[config.mk]
export PLATFORM = sky130hd
export DESIGN_NAME = vga_time_overlay
export DESIGN_NICKNAME = d
export VERILOG_FILES = /design/src/rtl/vga_time_overlay.sv
export SDC_FILE = /design/constraint.sdc
export NUM_CORES = 1
export LEC_CHECK = 0
export CORE_AREA = 2 2 138 140
export DETAILED_ROUTE_END_ITERATION = 7
export DIE_AREA = 0 0 140 142
export PLACE_DENSITY_LB_ADDON = 0.2
export SYNTH_ARGS = -nofsm -noshare
export SYNTH_HDL_FRONTEND = slang
export SYNTH_SLANG_ARGS = --single-unit
[constraint.sdc]
create_clock -name clk -period 7.15 [get_ports clk]
set_clock_uncertainty 0.2 [all_clocks]
set_input_delay 0.715 -clock clk [delete_from_list [all_inputs] [get_ports clk]]
set_output_delay 0.715 -clock clk [all_outputs]
set_load 0.05 [all_outputs]
[src/rtl/vga_time_overlay.sv]
// vga_time_overlay: BCD elapsed-time timer drawn as seven-segment glyphs over an
// RGB565 pixel stream with a fixed two-cycle pass-through latency.
module vga_time_overlay #(
  parameter int unsigned CLK_HZ     = 25_000_000,
  parameter int unsigned X_W        = 10,
  parameter int unsigned Y_W        = 10,
  parameter int unsigned POS_X      = 16,
  parameter int unsigned POS_Y      = 16,
  parameter int unsigned SEG_LEN    = 8,
  parameter int unsigned SEG_THK    = 2,
  parameter int unsigned CELL_GAP   = 4,
  parameter int unsigned SHOW_HOURS = 0,
  parameter logic [15:0] FG_COLOR   = 16'hF800
) (
  input  logic           clk,
  input  logic           rst_n,
  input  logic           run,
  input  logic           clear,
  input  logic           pix_valid_in,
  input  logic [X_W-1:0] x_in,
  input  logic [Y_W-1:0] y_in,
  input  logic [15:0]    rgb_in,
  output logic           pix_valid_out,
  output logic [15:0]    rgb_out,
  output logic [23:0]    time_bcd,
  output logic           sec_tick
);

  localparam int unsigned T    = SEG_THK;
  localparam int unsigned L    = SEG_LEN;
  localparam int unsigned DW   = L + 2 * T;
  localparam int unsigned DH   = 2 * L + 3 * T;
  localparam int unsigned CW   = 3 * T;
  localparam int unsigned G    = CELL_GAP;
  localparam bit          HRS  = (SHOW_HOURS != 0);
  localparam int unsigned HOFF = HRS ? (2 * DW + CW + 3 * G) : 0;
  localparam int unsigned PW   = (CLK_HZ > 1) ? $clog2(CLK_HZ) : 1;

  localparam logic [PW-1:0] PMAX  = PW'(CLK_HZ - 1);
  localparam logic [PW-1:0] PHALF = PW'(CLK_HZ / 2);

  // Cell origins relative to the box, plus horizontal glyph geometry
  localparam logic [X_W-1:0] XPOS = X_W'(POS_X);
  localparam logic [X_W-1:0] XH1  = X_W'(0);
  localparam logic [X_W-1:0] XH0  = X_W'(DW + G);
  localparam logic [X_W-1:0] XC1  = X_W'(2 * DW + 2 * G);
  localparam logic [X_W-1:0] XM1  = X_W'(HOFF);
  localparam logic [X_W-1:0] XM0  = X_W'(HOFF + DW + G);
  localparam logic [X_W-1:0] XC2  = X_W'(HOFF + 2 * DW + 2 * G);
  localparam logic [X_W-1:0] XS1  = X_W'(HOFF + 2 * DW + CW + 3 * G);
  localparam logic [X_W-1:0] XS0  = X_W'(HOFF + 3 * DW + CW + 4 * G);
  localparam logic [X_W-1:0] XDW  = X_W'(DW);
  localparam logic [X_W-1:0] XCW  = X_W'(CW);
  localparam logic [X_W-1:0] UT   = X_W'(T);
  localparam logic [X_W-1:0] UTL  = X_W'(T + L);
  localparam logic [X_W-1:0] U2T  = X_W'(2 * T);

  // Vertical glyph geometry
  localparam logic [Y_W-1:0] YPOS  = Y_W'(POS_Y);
  localparam logic [Y_W-1:0] YDH   = Y_W'(DH);
  localparam logic [Y_W-1:0] VT    = Y_W'(T);
  localparam logic [Y_W-1:0] VTL   = Y_W'(T + L);
  localparam logic [Y_W-1:0] VL2T  = Y_W'(L + 2 * T);
  localparam logic [Y_W-1:0] V2L2T = Y_W'(2 * L + 2 * T);
  localparam logic [Y_W-1:0] VC1   = Y_W'(L / 2);
  localparam logic [Y_W-1:0] VC1E  = Y_W'(L / 2 + T);
  localparam logic [Y_W-1:0] VC2   = Y_W'(L + 2 * T + L / 2);
  localparam logic [Y_W-1:0] VC2E  = Y_W'(L + 2 * T + L / 2 + T);

  localparam logic [2:0] CELL_NONE  = 3'd0;
  localparam logic [2:0] CELL_COLON = 3'd7;

  // Segment set {a,b,c,d,e,f,g} for a BCD digit; codes 10-15 are blank
  function automatic logic [6:0] seg7(input logic [3:0] d);
    case (d)
      4'd0:    seg7 = 7'b1111110;
      4'd1:    seg7 = 7'b0110000;
      4'd2:    seg7 = 7'b1101101;
      4'd3:    seg7 = 7'b1111001;
      4'd4:    seg7 = 7'b0110011;
      4'd5:    seg7 = 7'b1011011;
      4'd6:    seg7 = 7'b1011111;
      4'd7:    seg7 = 7'b1110000;
      4'd8:    seg7 = 7'b1111111;
      4'd9:    seg7 = 7'b1111011;
      default: seg7 = 7'b0000000;
    endcase
  endfunction

  // True when local (u,v) falls on a lit segment of digit d
  function automatic logic seg_hit(input logic [3:0] d, input logic [X_W-1:0] u,
                                   input logic [Y_W-1:0] v);
    logic [6:0] s;
    logic       uh, ul, ur, vu, vl;
    s  = seg7(d);
    uh = (u >= UT) && (u < UTL);
    ul = (u < UT);
    ur = (u >= UTL);
    vu = (v >= VT) && (v < VTL);
    vl = (v >= VL2T) && (v < V2L2T);
    seg_hit = (s[6] && (v < VT) && uh) ||
              (s[5] && ur && vu) ||
              (s[4] && ur && vl) ||
              (s[3] && (v >= V2L2T) && uh) ||
              (s[2] && ul && vl) ||
              (s[1] && ul && vu) ||
              (s[0] && (v >= VTL) && (v < VL2T) && uh);
  endfunction

  function automatic logic in_cell(input logic [X_W-1:0] rx, input logic [X_W-1:0] x0,
                                   input logic [X_W-1:0] w);
    in_cell = (rx >= x0) && ((rx - x0) < w);
  endfunction

  logic [PW-1:0] presc_q, presc_d;
  logic [3:0]    s0_q, s1_q, m0_q, m1_q, h0_q, h1_q;
  logic [3:0]    s0_d, s1_d, m0_d, m1_d, h0_d, h1_d;
  logic          sec_tick_q, sec_tick_d;
  logic [23:0]   shadow_q, shadow_d;
  logic          tick_c, c1_c, c2_c, c3_c, c4_c;

  logic           val1_q, blink1_q;
  logic [15:0]    rgb1_q;
  logic [2:0]     cell1_q, cell_c;
  logic [X_W-1:0] u1_q, u_c, rx_c;
  logic [Y_W-1:0] v1_q, ry_c;
  logic           val2_q;
  logic [15:0]    rgb2_q, rgb2_d;
  logic           blink_c, hit_c;
  logic [3:0]     dsel_c;

  assign tick_c = run && (presc_q == PMAX);
  assign c1_c   = tick_c && (s0_q == 4'd9);
  assign c2_c   = c1_c && (s1_q == 4'd5);
  assign c3_c   = c2_c && (m0_q == 4'd9);
  assign c4_c   = c3_c && (m1_q == 4'd5);

  // Timer next state: prescaler, BCD cascade, clear priority, shadow capture
  always_comb begin
    presc_d    = presc_q;
    s0_d       = s0_q;
    s1_d       = s1_q;
    m0_d       = m0_q;
    m1_d       = m1_q;
    h0_d       = h0_q;
    h1_d       = h1_q;
    sec_tick_d = 1'b0;
    shadow_d   = shadow_q;
    if (pix_valid_in && (x_in == '0) && (y_in == '0)) shadow_d = time_bcd;
    if (clear) begin
      presc_d = '0;
      s0_d    = 4'd0;
      s1_d    = 4'd0;
      m0_d    = 4'd0;
      m1_d    = 4'd0;
      h0_d    = 4'd0;
      h1_d    = 4'd0;
    end else begin
      if (run) presc_d = tick_c ? '0 : presc_q + 1'b1;
      sec_tick_d = tick_c;
      if (tick_c) s0_d = (s0_q == 4'd9) ? 4'd0 : s0_q + 4'd1;
      if (c1_c)   s1_d = (s1_q == 4'd5) ? 4'd0 : s1_q + 4'd1;
      if (c2_c)   m0_d = (m0_q == 4'd9) ? 4'd0 : m0_q + 4'd1;
      if (c3_c)   m1_d = (m1_q == 4'd5) ? 4'd0 : m1_q + 4'd1;
      if (HRS && c4_c) begin
        if ((h1_q == 4'd2) && (h0_q == 4'd3)) begin
          h1_d = 4'd0;
          h0_d = 4'd0;
        end else if (h0_q == 4'd9) begin
          h0_d = 4'd0;
          h1_d = h1_q + 4'd1;
        end else begin
          h0_d = h0_q + 4'd1;
        end
      end
    end
  end

  // Stage 1 decode: which cell the pixel falls in, local coordinates, colon blink
  always_comb begin
    rx_c    = x_in - XPOS;
    ry_c    = y_in - YPOS;
    cell_c  = CELL_NONE;
    u_c     = '0;
    blink_c = !run || (presc_q < PHALF);
    if ((x_in >= XPOS) && (y_in >= YPOS) && (ry_c < YDH)) begin
      if (HRS && in_cell(rx_c, XH1, XDW)) begin
        cell_c = 3'd1;
        u_c    = rx_c - XH1;
      end else if (HRS && in_cell(rx_c, XH0, XDW)) begin
        cell_c = 3'd2;
        u_c    = rx_c - XH0;
      end else if (HRS && in_cell(rx_c, XC1, XCW)) begin
        cell_c = CELL_COLON;
        u_c    = rx_c - XC1;
      end else if (in_cell(rx_c, XM1, XDW)) begin
        cell_c = 3'd3;
        u_c    = rx_c - XM1;
      end else if (in_cell(rx_c, XM0, XDW)) begin
        cell_c = 3'd4;
        u_c    = rx_c - XM0;
      end else if (in_cell(rx_c, XC2, XCW)) begin
        cell_c = CELL_COLON;
        u_c    = rx_c - XC2;
      end else if (in_cell(rx_c, XS1, XDW)) begin
        cell_c = 3'd5;
        u_c    = rx_c - XS1;
      end else if (in_cell(rx_c, XS0, XDW)) begin
        cell_c = 3'd6;
        u_c    = rx_c - XS0;
      end
    end
  end

  // Stage 2 hit test against the shadow digits, then colour select
  always_comb begin
    case (cell1_q)
      3'd1:    dsel_c = shadow_q[23:20];
      3'd2:    dsel_c = shadow_q[19:16];
      3'd3:    dsel_c = shadow_q[15:12];
      3'd4:    dsel_c = shadow_q[11:8];
      3'd5:    dsel_c = shadow_q[7:4];
      default: dsel_c = shadow_q[3:0];
    endcase
    hit_c = 1'b0;
    if (cell1_q == CELL_COLON) begin
      hit_c = blink1_q && (u1_q >= UT) && (u1_q < U2T) &&
              (((v1_q >= VC1) && (v1_q < VC1E)) || ((v1_q >= VC2) && (v1_q < VC2E)));
    end else if (cell1_q != CELL_NONE) begin
      hit_c = seg_hit(dsel_c, u1_q, v1_q);
    end
    rgb2_d = hit_c ? FG_COLOR : rgb1_q;
  end

  // Timer, shadow and pixel pipeline registers
  always_ff @(posedge clk or negedge rst_n) begin
    if (!rst_n) begin
      presc_q    <= '0;
      s0_q       <= 4'd0;
      s1_q       <= 4'd0;
      m0_q       <= 4'd0;
      m1_q       <= 4'd0;
      h0_q       <= 4'd0;
      h1_q       <= 4'd0;
      sec_tick_q <= 1'b0;
      shadow_q   <= '0;
      val1_q     <= 1'b0;
      rgb1_q     <= '0;
      cell1_q    <= CELL_NONE;
      u1_q       <= '0;
      v1_q       <= '0;
      blink1_q   <= 1'b0;
      val2_q     <= 1'b0;
      rgb2_q     <= '0;
    end else begin
      presc_q    <= presc_d;
      s0_q       <= s0_d;
      s1_q       <= s1_d;
      m0_q       <= m0_d;
      m1_q       <= m1_d;
      h0_q       <= h0_d;
      h1_q       <= h1_d;
      sec_tick_q <= sec_tick_d;
      shadow_q   <= shadow_d;
      val1_q     <= pix_valid_in;
      rgb1_q     <= rgb_in;
      cell1_q    <= cell_c;
      u1_q       <= u_c;
      v1_q       <= ry_c;
      blink1_q   <= blink_c;
      val2_q     <= val1_q;
      rgb2_q     <= rgb2_d;
    end
  end

  assign time_bcd      = {h1_q, h0_q, m1_q, m0_q, s1_q, s0_q};
  assign sec_tick      = sec_tick_q;
  assign pix_valid_out = val2_q;
  assign rgb_out       = rgb2_q;

endmodule

==> reports/metrics.yaml, run 1 <==
cp.buffers_inverters: 2
cts_buffers: 17
power.switching_uw: 413
h-tree-depth: 4
synthArstFlopShare: 1.00
relSlewSlack: 0.384
yosysTopAreaCell: "dfrtp_1"
die_h_um: 142
cpMaxStageDelayCell: "clkdlybuf4s50_1"
port_buffers: 74
io_pins: 83
clk_path_buf_depth: 2
total_power_mw: 1.67
seq_area_frac_synth: 0.454
critPathMaxStageDelay_ns: 0.92
outcome: "finished, violations left"
cp.depth: 12
area_delta_synth_final_pct: 23.8
cellLeakagePower_nw: 3.26
path_cells: "clkdlybuf4s50_1 > inv_1 > ha_1 > xnor2_4 > ha_1 > nor2b_1 > o21ai_0 > nor4b_1 > o41ai_1 > a2111o_1 > a211oi_1 > a211oi_1"
drive_gt1_frac: 0.115
cts_repair_resize_count: 0
dominantRegCellSynth: "dfrtp_1"
start_util: 0.341
p_clk_frac: 0.495
cp-endpoint: "u1_q[4]"
dp_hpwl_mm: 10.4
routed_wl_mm: 14.2
finalMaxSlewViolations: 0
syn_avg_cell_area_um2: 10.1
drv_cap: 0
required_ns: 7.20
utilization: 0.422
start_kind: "primary input"
grt_max_degree: 77
worstReg2RegEnd: "rgb_out[6]"
synth_cell_types: 77
synth_cells: 624
vias: 4871
switching_share: 0.247
die-area_um2: 19900
fmax_mhz: 220
netlist.area_leader.share: 0.454
synth_warnings: 0
ff2ff_path_depth: 9
grt_overflow: 0
drcViolationCount: 6
core_area_um2: 18500
clock_latency_ns: 0.41
finalHoldViolCount: 0
rsz0062_at_grt: "no"
ant_nets: 0
ys_ff_latch: 114
n_antenna_cell: 0
arrival_ns: 4.60
cts_hold_buf: 0
rrSetupSlack_ns: 3.72
intPower_mw: 1.26
layout_min_cycle_time_ns: 4.55
tightest_slew_ns: 0.923
grt_pass1_vias: 4892
nets: 764
grtUsageTotal: 0.150
r2r_start: "cell1_q[2]"
failed_checks: "design-rule violations"
crit_type: "primary input to register"
drt_iter0_markers: 255
min_period_over_period: 0.637
fin_area_um2: 7790
cts_tree: "built"
ys_top_cells_by_area: "dfrtp_1 45%, ha_1 5.0%, mux2_2 3.8%"
p_seq_frac: 0.402
startpoint: "x_in[4]"
ir_drop_v: 0.000123
p_per_area_nw_per_um2: 215
via_per_inst: 5.15
fp.dieW_um: 140
avgRoutedWirePerCell_um: 15.0
dpl-instance-area_um2: 7200
gp_congestion: 0.850
fin_ws_ns: 2.60
setup_viol: 0
rows: 50
cp_top_family: "compound AO/OA/AOI/OAI gates"
grt_antenna_before_repair: 0
cts.sinks: 114
synth_edf_count: 0
p_comb_frac: 0.103
post-place-ws_ns: 2.18
worstSetupEndpointType: "register"
drt_pass1_iterations: 6
grt_pass1_wl_mm: 24.0
holdCritPathClass: "primary input to async pin"
cp_max_fo: 20
clk_pin_slew_worst_paths_ns: 0.05
syn_area_um2: 6290
cts_setup_buffers: 0
root_buffer: "clkbuf_16"
setup_tns_ns: 0
[final cells by class]
| class | count | area [um2] |
|---|---|---|
| fillers | 1779 | 10700 |
| multi-input cells | 465 | 3200 |
| flip-flops and latches | 114 | 2850 |
| repair buffers | 77 | 761 |
| clock buffers | 20 | 457 |
| well taps | 234 | 293 |
| clock inverters | 12 | 133 |
| inverters | 23 | 86.3 |
[kinds of logic after synthesis]
| logic type | after synthesis | share of synthesized area |
|---|---|---|
| simple gates | 249 | 0.224 |
| compound gates | 121 | 0.130 |
| flops | 114 | 0.454 |
| buf+inv | 56 | 0.0434 |
| xor+xnor | 33 | 0.0543 |
| fa+ha+maj | 25 | 0.0497 |
| mux | 25 | 0.0440 |
| other cells | 1 | 0.000596 |
[worst reg2reg max path, stage by stage (launching register included)]
cell and delay (ns):
dfrtp_1 0.57, mux2_2 0.38, a22oi_1 0.26, and2_1 0.29, inv_1 0.10, ha_1 0.21
o32ai_1 0.33, a21oi_1 0.14, o221ai_2 0.68, nor3b_1 0.12
[layer usage]
layer	global-route usage	vias up	wire [um]
met3	0.0340	17	456
met2	0.250	90	7100
li1	-	2376	-
met4	0.0564	0	235
met5	0	-	0
met1	0.192	2388	6380
[cells in the final DEF, fill, tap and decap left out, types with 7 or more instances in the layout]
cell and instances:
dfrtp_1 114, clkdlybuf4s50_1 73, nor2_1 56, nand2_1 35
a21oi_1 28, o21ai_0 27, ha_1 25, inv_1 23
mux2_2 21, nor3_1 21, nand3_1 21, clkbuf_16 17
xor2_1 16, nor3b_1 14, xnor2_1 13, or3_1 13
conb_1 12, nand4_1 10, and3b_1 8, and3_1 8
nand3b_1 8, and2_1 7, nor2b_1 7, a211oi_1 7
a31oi_1 7, nor4_1 7
[synth_stat cells (all sizes together), types with 8 or more instances]
cell    number
a21oi       28
and3         8
and3b        8
buf         19
clkbuf      14
dfrtp      114
ha          25
inv         23
mux2        21
nand2       35
nand3       21
nand3b       8
nand4       11
nor2        57
nor3        22
nor3b       15
nor4         9
o21ai       33
or3         13
xnor2       15
xor2        18
[state kept, by name, indices dropped and copies added, names as in the netlist]
signal / count
blink1_q: 1
cell1_q: 3
m0_q: 4
m1_q: 4
pix_valid_out: 1
presc_q: 25
rgb1_q: 16
rgb_out: 16
s0_q: 4
s1_q: 4
sec_tick: 1
shadow_q: 16
u1_q: 9
v1_q: 9
val1_q: 1
[how the worst min path moves through the flow]
stage | start | slack [ns] | end
6_report | rst_n | 0.08 | presc_q[6]
5_1_grt | rst_n | 0.10 | m1_q[1]
4_1_cts | rst_n | 0.08 | presc_q[9]
3_5_place_dp | val1_q | 0.14 | pix_valid_out
3_3_place_gp | val1_q | 0.13 | pix_valid_out
2_1_floorplan | val1_q | 0.13 | pix_valid_out
[power by group through the flow]
stage	sequential (mW)	clock [mW]	combinational, mW
finish	0.672	0.827	0.173
global route	0.674	0.881	0.189
CTS	0.672	0.844	0.175
detailed placement	0.683	0	0.175
global placement	0.683	0	0.171
floorplan	0.704	0	0.0877
[through the flow]
step                      hold WS, ns  cells
after global placement          0.135    913
after detailed placement        0.145    913
after floorplan                 0.131    635
final                          0.0787    945
after CTS                      0.0841    945
after global routing            0.103    945
Power figures use the tool's default switching activity.
==> run 2: changes to the inputs <==
- clock period: 7.15 -> 4.2 ns (I/O delays scaled with it)
==> run 2 against run 1 <==
Largest cell class unchanged; clock power rose by 67%; hold slack improved by 0.069 ns; die area did not move; non-clock buffer count rose by 9; the run still ends with design-rule violations left.
==> reports/metrics.yaml, run 2 (synthesis results as in run 1) <==
grt_use_met1: 0.184  # was 0.192
cpMaxStageDelayCell: "o41ai_1"  # was clkdlybuf4s50_1
vias: 4914  # was 4871
cts_buffers: 17  # unchanged
rsz0062_at_grt: "no"  # unchanged
outcome: "finished, violations left"  # unchanged
routed_wl_mm: 14.1  # was 14.2 mm
layout_commonest_cell: "dfrtp_1"  # unchanged
io_pins: 83  # unchanged
tightest_slew_ns: 0.916  # was 0.923 ns
grt_max_degree: 73  # was 77
cts_hold_buf: 1  # was 0
start_util: 0.341  # unchanged
setup_tns_ns: 0  # unchanged
drcViolationCount: 6  # unchanged
grt_pass1_vias: 5002  # was 4892
grtUsageTotal: 0.149  # was 0.150
ir_drop_v: 0.000228  # was 0.000123 V
gr-usage-met2: 0.256  # was 0.250
ant_nets: 0  # unchanged
dpl-instance-area_um2: 7260  # was 7200 um2
relSlewSlack: 0.389  # was 0.384
path_cells: "clkdlybuf4s50_1 > inv_1 > ha_1 > xnor2_4 > ha_1 > inv_1 > o21ai_0 > nor3_1 > o41ai_1 > a2111o_1 > o2111ai_1 > a21oi_1"  # was clkdlybuf4s50_1 > inv_1 > ha_1 > xnor2_4 > ha_1 > nor2b_1 > o21ai_0 > nor4b_1 > o41ai_1 > a2111o_1 > a211oi_1 > a211oi_1
finalHoldViolCount: 0  # unchanged
regMostFlops: "presc_q"  # unchanged
arrival_ns: 3.63  # was 4.60 ns
die-area_um2: 19900  # unchanged
grt_pass1_wl_mm: 24.1  # was 24.0 mm
start_kind: "primary input"  # unchanged
setup_viol: 0  # unchanged
rows: 50  # unchanged
core_area_um2: 18500  # unchanged
cts_tree: "built"  # unchanged
busiest_layer: "met2"  # unchanged
clk_pin_slew_worst_paths_ns: 0.05  # about the same
cellLeakagePower_nw: 3.30  # was 3.26 nW
layout_min_cycle_time_ns: 3.52
fmax_mhz: 284
drt_pass1_iterations: 7  # was 6
via_per_inst: 5.15  # about the same
grt_overflow: 0  # unchanged
largest_reg_flops: 25  # unchanged
dp_hpwl_mm: 10.3  # was 10.4 mm
drt_iter0_markers: 268  # was 255
n_antenna_cell: 0  # unchanged
clk_path_buf_depth: 2  # unchanged
finalMaxSlewViolations: 0  # unchanged
critPathMaxStageDelay_ns: 0.52  # was 0.92 ns
fp.dieW_um: 140  # unchanged
p_per_area_nw_per_um2: 360  # was 215 nW/um2
avgRoutedWirePerCell_um: 14.7  # was 15.0 um
min_period_over_period: 0.838
gp_congestion: 0.901  # was 0.850
nets: 773  # was 764
h-tree-depth: 4  # unchanged
cts.sinks: 114  # unchanged
cp_max_fo: 10  # was 20
final_cell_mix: "114 x dfrtp_1, 73 x clkdlybuf4s50_1, 56 x nor2_1, 35 x nand2_1, 28 x a21oi_1"  # unchanged
worstSetupEndpointType: "register"  # unchanged
required_ns: 4.31  # was 7.20 ns
area_delta_synth_final_pct: 24.7  # was 23.8%
die_h_um: 142  # unchanged
clock_latency_ns: 0.41  # about the same
failed_checks: "design-rule violations"  # unchanged
crit_type: "primary input to register"  # unchanged
holdCritPathClass: "register to register"  # was primary input to async pin
grt_util_met3: 0.0357  # was 0.0340
drive_gt1_frac: 0.122  # was 0.115
drv_cap: 0  # unchanged
root_buffer: "clkbuf_16"  # unchanged
cts_repair_resize_count: 0  # unchanged
grt_antenna_before_repair: 0  # unchanged
cts_setup_buffers: 0  # unchanged
fin_area_um2: 7840  # was 7790 um2
port_buffers: 74  # unchanged
## run 2: cell count changes in the layout (fill, tap and decap cells not counted)
cell,previous run,this run
clkinv_4,3,1
clkinv_2,3,5
dlygate4sd3_1,0,1
clkbuf_1,1,3
buf_4,4,12
clkinvlp_4,3,2
inv_6,1,0
## run 2: power by group
part	switching [mW]	internal (mW)	leakage, nW	total, mW
clock	0.479	0.898	0.280	1.38
sequential	0.0161	1.13	1.48	1.15
combinational	0.185	0.116	1.54	0.300
total	0.680	2.14	3.30	2.82
## run 2: final cells by class
type                            count  area [um2]
Inverter                           23        86.3
Multi-Input combinational cell    465        3200
Tap cell                          234         293
Sequential cell                   114        2850
Clock buffer                       22         464
Clock inverter                     10         109
Timing Repair Buffer               86         831
Fill cell                        1726       10600
## run 2: worst max-delay path, delay by kind of cell
family                     cells  cell delay [ns]
AOI/OAI and AO/OA              5             1.57
xor gates and xnor gates       1             0.31
adders and majority gates      2             0.58
buffers and inverters          3             0.66
and+or+nand+nor                1             0.08
## run 2: worst paths after layout
check	from	end	slack, ns	cells after the start
max	x_in[4]	u1_q[2]	0.68	12
max reg2reg	cell1_q[2]	rgb_out[13]	0.87	11
min reg2reg	val1_q	pix_valid_out	0.15	0
min	val1_q	pix_valid_out	0.15	0
min in group asynchronous	rst_n	presc_q[2]	0.49	2
max in group asynchronous	rst_n	shadow_q[15]	2.46	3
## run 2: metal layers
layer / routed length [um] / share of wire / vias up
met5: 0 / 0 / -
li1: - / - / 2390
met3: 540 / 0.038 / 18
met4: 216 / 0.015 / 0
met1: 6320 / 0.45 / 2397
met2: 6990 / 0.50 / 109
## run 2: stage by stage
| stage | std cells | util | hold WS (ns) | worst slack, ns | total power, mW |
|---|---|---|---|---|---|
| floorplan | 635 | - | -0.0756 | 0.698 | 1.35 |
| global placement | 921 | 0.393 | 0.134 | 0.448 | 1.46 |
| detailed placement | 921 | 0.393 | 0.143 | 0.319 | 1.47 |
| CTS | 954 | 0.425 | 0.155 | 0.746 | 2.87 |
| global route | 954 | 0.425 | 0.158 | 0.469 | 2.95 |
| finish | 954 | 0.425 | 0.148 | 0.681 | 2.82 |
==> run 3: changes to the inputs <==
- clock period: 4.2 -> 3.6 ns (I/O delays scaled with it)
==> run 3 against run 2 <==
The run ends with design-rule violations, negative hold slack left; register-to-register slack worse by 0.36 ns; total power increased by 21%; global-route usage grew 0.27 points; sequential cell count stayed put; non-clock buffer count is 14 higher; combinational power increased by 20%; clock-buffer cell count shrank 1; largest cell class unchanged; final cell count grew 1.5%; setup slack got worse by 0.32 ns; hold slack worse by 0.20 ns; via count up 0.16%.
==> reports/metrics.yaml, run 3 (synthesis results as in run 1) <==
outcome: "finished, violations left"  # unchanged
failed_checks: "design-rule violations, negative hold slack"  # was design-rule violations
clock_latency_ns: 0.41  # about the same
cts_repair_resize_count: 0  # unchanged
regMostFlops: "presc_q"  # unchanged
grt_antenna_before_repair: 0  # unchanged
fmax_mhz: 308
cts_tree: "built"  # unchanged
core_area_um2: 18500  # unchanged
r2r_start: "cell1_q[2]"  # unchanged
rsz0062_at_grt: "no"  # unchanged
largest_reg_flops: 25  # unchanged
die_h_um: 142  # unchanged
nets: 787  # was 773
cts.sinks: 114  # unchanged
p_per_area_nw_per_um2: 429  # was 360 nW/um2
startpoint: "x_in[5]"  # was x_in[4]
grt_pass1_vias: 4991  # was 5002
fin_area_um2: 7970  # was 7840 um2
hold-worst-slack_ns: -0.0481  # was 0.148 ns
relSlewSlack: 0.242  # was 0.389
h-tree-depth: 4  # unchanged
crit_type: "primary input to register"  # unchanged
tightest_slew_ns: 1.14  # was 0.916 ns
fp.dieW_um: 140  # unchanged
clk_pin_slew_worst_paths_ns: 0.05  # about the same
critPathMaxStageDelay_ns: 0.53  # was 0.52 ns
fillCellCount: 1723  # was 1726
drcViolationCount: 6  # unchanged
holdCritPathClass: "primary input to async pin"  # was register to register
drt_pass1_iterations: 8  # was 7
routed_wl_mm: 14.3  # was 14.1 mm
clk_path_buf_depth: 2  # unchanged
top_layer: "met4"  # unchanged
area_delta_synth_final_pct: 26.8  # was 24.7%
stdcell_count: 968  # was 954
cp_max_fo: 9  # was 10
setup_tns_ns: 0  # unchanged
ant_nets: 0  # unchanged
met1_length_mm: 6.42  # was 6.32 mm
start_util: 0.341  # unchanged
cts_setup_buffers: 0  # unchanged
post-place-ws_ns: -0.0692  # was 0.319 ns
layout_commonest_cell: "dfrtp_1"  # unchanged
grt_overflow: 0  # unchanged
dp_hpwl_mm: 10.4  # was 10.3 mm
drv_cap: 0  # unchanged
start_kind: "primary input"  # unchanged
grt_pass1_wl_mm: 24.2  # was 24.1 mm
gp_congestion: 0.828  # was 0.901
min_period_over_period: 0.901
cp.buffers_inverters: 3  # unchanged
cpMaxStageDelayCell: "a2111o_1"  # was o41ai_1
drive_gt1_frac: 0.139  # was 0.122
grtUsageTotal: 0.152  # was 0.149
cp_top_family: "compound AO/OA/AOI/OAI gates"  # unchanged
required_ns: 3.68  # was 4.31 ns
die-area_um2: 19900  # unchanged
via_per_inst: 5.08  # was 5.15
worstSetupEndpointType: "register"  # unchanged
total_power_mw: 3.42  # was 2.82 mW
cts_buffers: 17  # unchanged
cts_hold_buf: 0  # was 1
grt_max_degree: 88  # was 73
root_buffer: "clkbuf_16"  # unchanged
arrival_ns: 3.32  # was 3.63 ns
drt_iter0_markers: 257  # was 268
setup_viol: 0  # unchanged
avgRoutedWirePerCell_um: 14.8  # was 14.7 um
finalHoldViolCount: 40  # was 0
path_cells: "clkdlybuf4s50_1 > inv_1 > ha_1 > xnor2_4 > ha_1 > nor2b_1 > o21ai_0 > nor4b_1 > o41ai_1 > buf_4 > a2111o_1 > a211oi_1 > a211oi_1"  # was clkdlybuf4s50_1 > inv_1 > ha_1 > xnor2_4 > ha_1 > inv_1 > o21ai_0 > nor3_1 > o41ai_1 > a2111o_1 > o2111ai_1 > a21oi_1
layout_min_cycle_time_ns: 3.24
dpl-instance-area_um2: 7370  # was 7260 um2
io_pins: 83  # unchanged
final_cell_mix: "114 x dfrtp_1, 73 x clkdlybuf4s50_1, 56 x nor2_1, 35 x nand2_1, 28 x a21oi_1"  # unchanged
finalMaxSlewViolations: 0  # unchanged
rows: 50  # unchanged
rrSetupSlack_ns: 0.51  # was 0.87 ns
cellLeakagePower_nw: 3.38  # was 3.30 nW
fin_ws_ns: 0.357  # was 0.681 ns
ir_drop_v: 0.000187  # was 0.000228 V
routed-wl-met2_mm: 7.26  # was 6.99 mm
n_antenna_cell: 0  # unchanged
dr_wl_met3_um: 435  # was 540 um
port_buffers: 74  # unchanged
dp.cells: 936  # was 921
vias: 4922  # was 4914
[run 3: changes by cell type in the layout (fill, tap and decap cells not counted)]
cell | previous run | this run
dlygate4sd3_1 | 1 | 0
clkbuf_1 | 3 | 4
bufinv_16 | 2 | 4
clkbuf_8 | 2 | 0
buf_4 | 12 | 27
clkinvlp_4 | 2 | 1
[run 3: final timing paths]
kind | end | depth (start not counted)
worst min register to register | pix_valid_out | 0
min in group clk | pix_valid_out | 0
worst max register to register | rgb_out[15] | 11
worst max-delay path | u1_q[4] | 13
max in group asynchronous | v1_q[4] | 2
worst min-delay path | presc_q[7] | 1
[run 3: worst register-to-register path: cells and delay by family, from the launching register on]
| kind | cells | cell delay, ns |
|---|---|---|
| AOI/OAI and AO/OA | 5 | 0.68 |
| and+or+nand+nor | 2 | 0.56 |
| DFF | 1 | 0.55 |
| muxes | 1 | 0.39 |
| adders and majority gates | 1 | 0.30 |
| buffers and inverters | 2 | 0.26 |
[run 3: layer usage]
layer | vias up | GRT usage
li1 | 2419 | -
met1 | 2400 | 0.188
met2 | 85 | 0.263
met3 | 18 | 0.0310
met4 | 0 | 0.0569
met5 | - | 0
[run 3: report_power, final]
part / leakage [nW] / internal [mW] / switching [mW]
clock network: 0.295 / 1.15 / 0.572
logic: 1.61 / 0.143 / 0.216
registers: 1.48 / 1.32 / 0.0190
[run 3: per-stage QoR]
step / utilization / hold WS [ns]
final: 0.432 / -0.0481
after CTS: 0.432 / 0.0217
after global routing: 0.432 / 0.0359
after detailed placement: 0.399 / 0.141
after global placement: 0.399 / 0.133
after floorplan: - / -0.136
[run 3: area by class of cell]
cell class                      count  area [um2]  share of cell area
Clock buffer                       21         440              0.0553
Timing Repair Buffer              100         933               0.117
Inverter                           23        86.3              0.0108
Sequential cell                   114        2850               0.358
Tap cell                          234         293              0.0367
Clock inverter                     11         161              0.0202
Multi-Input combinational cell    465        3200               0.402
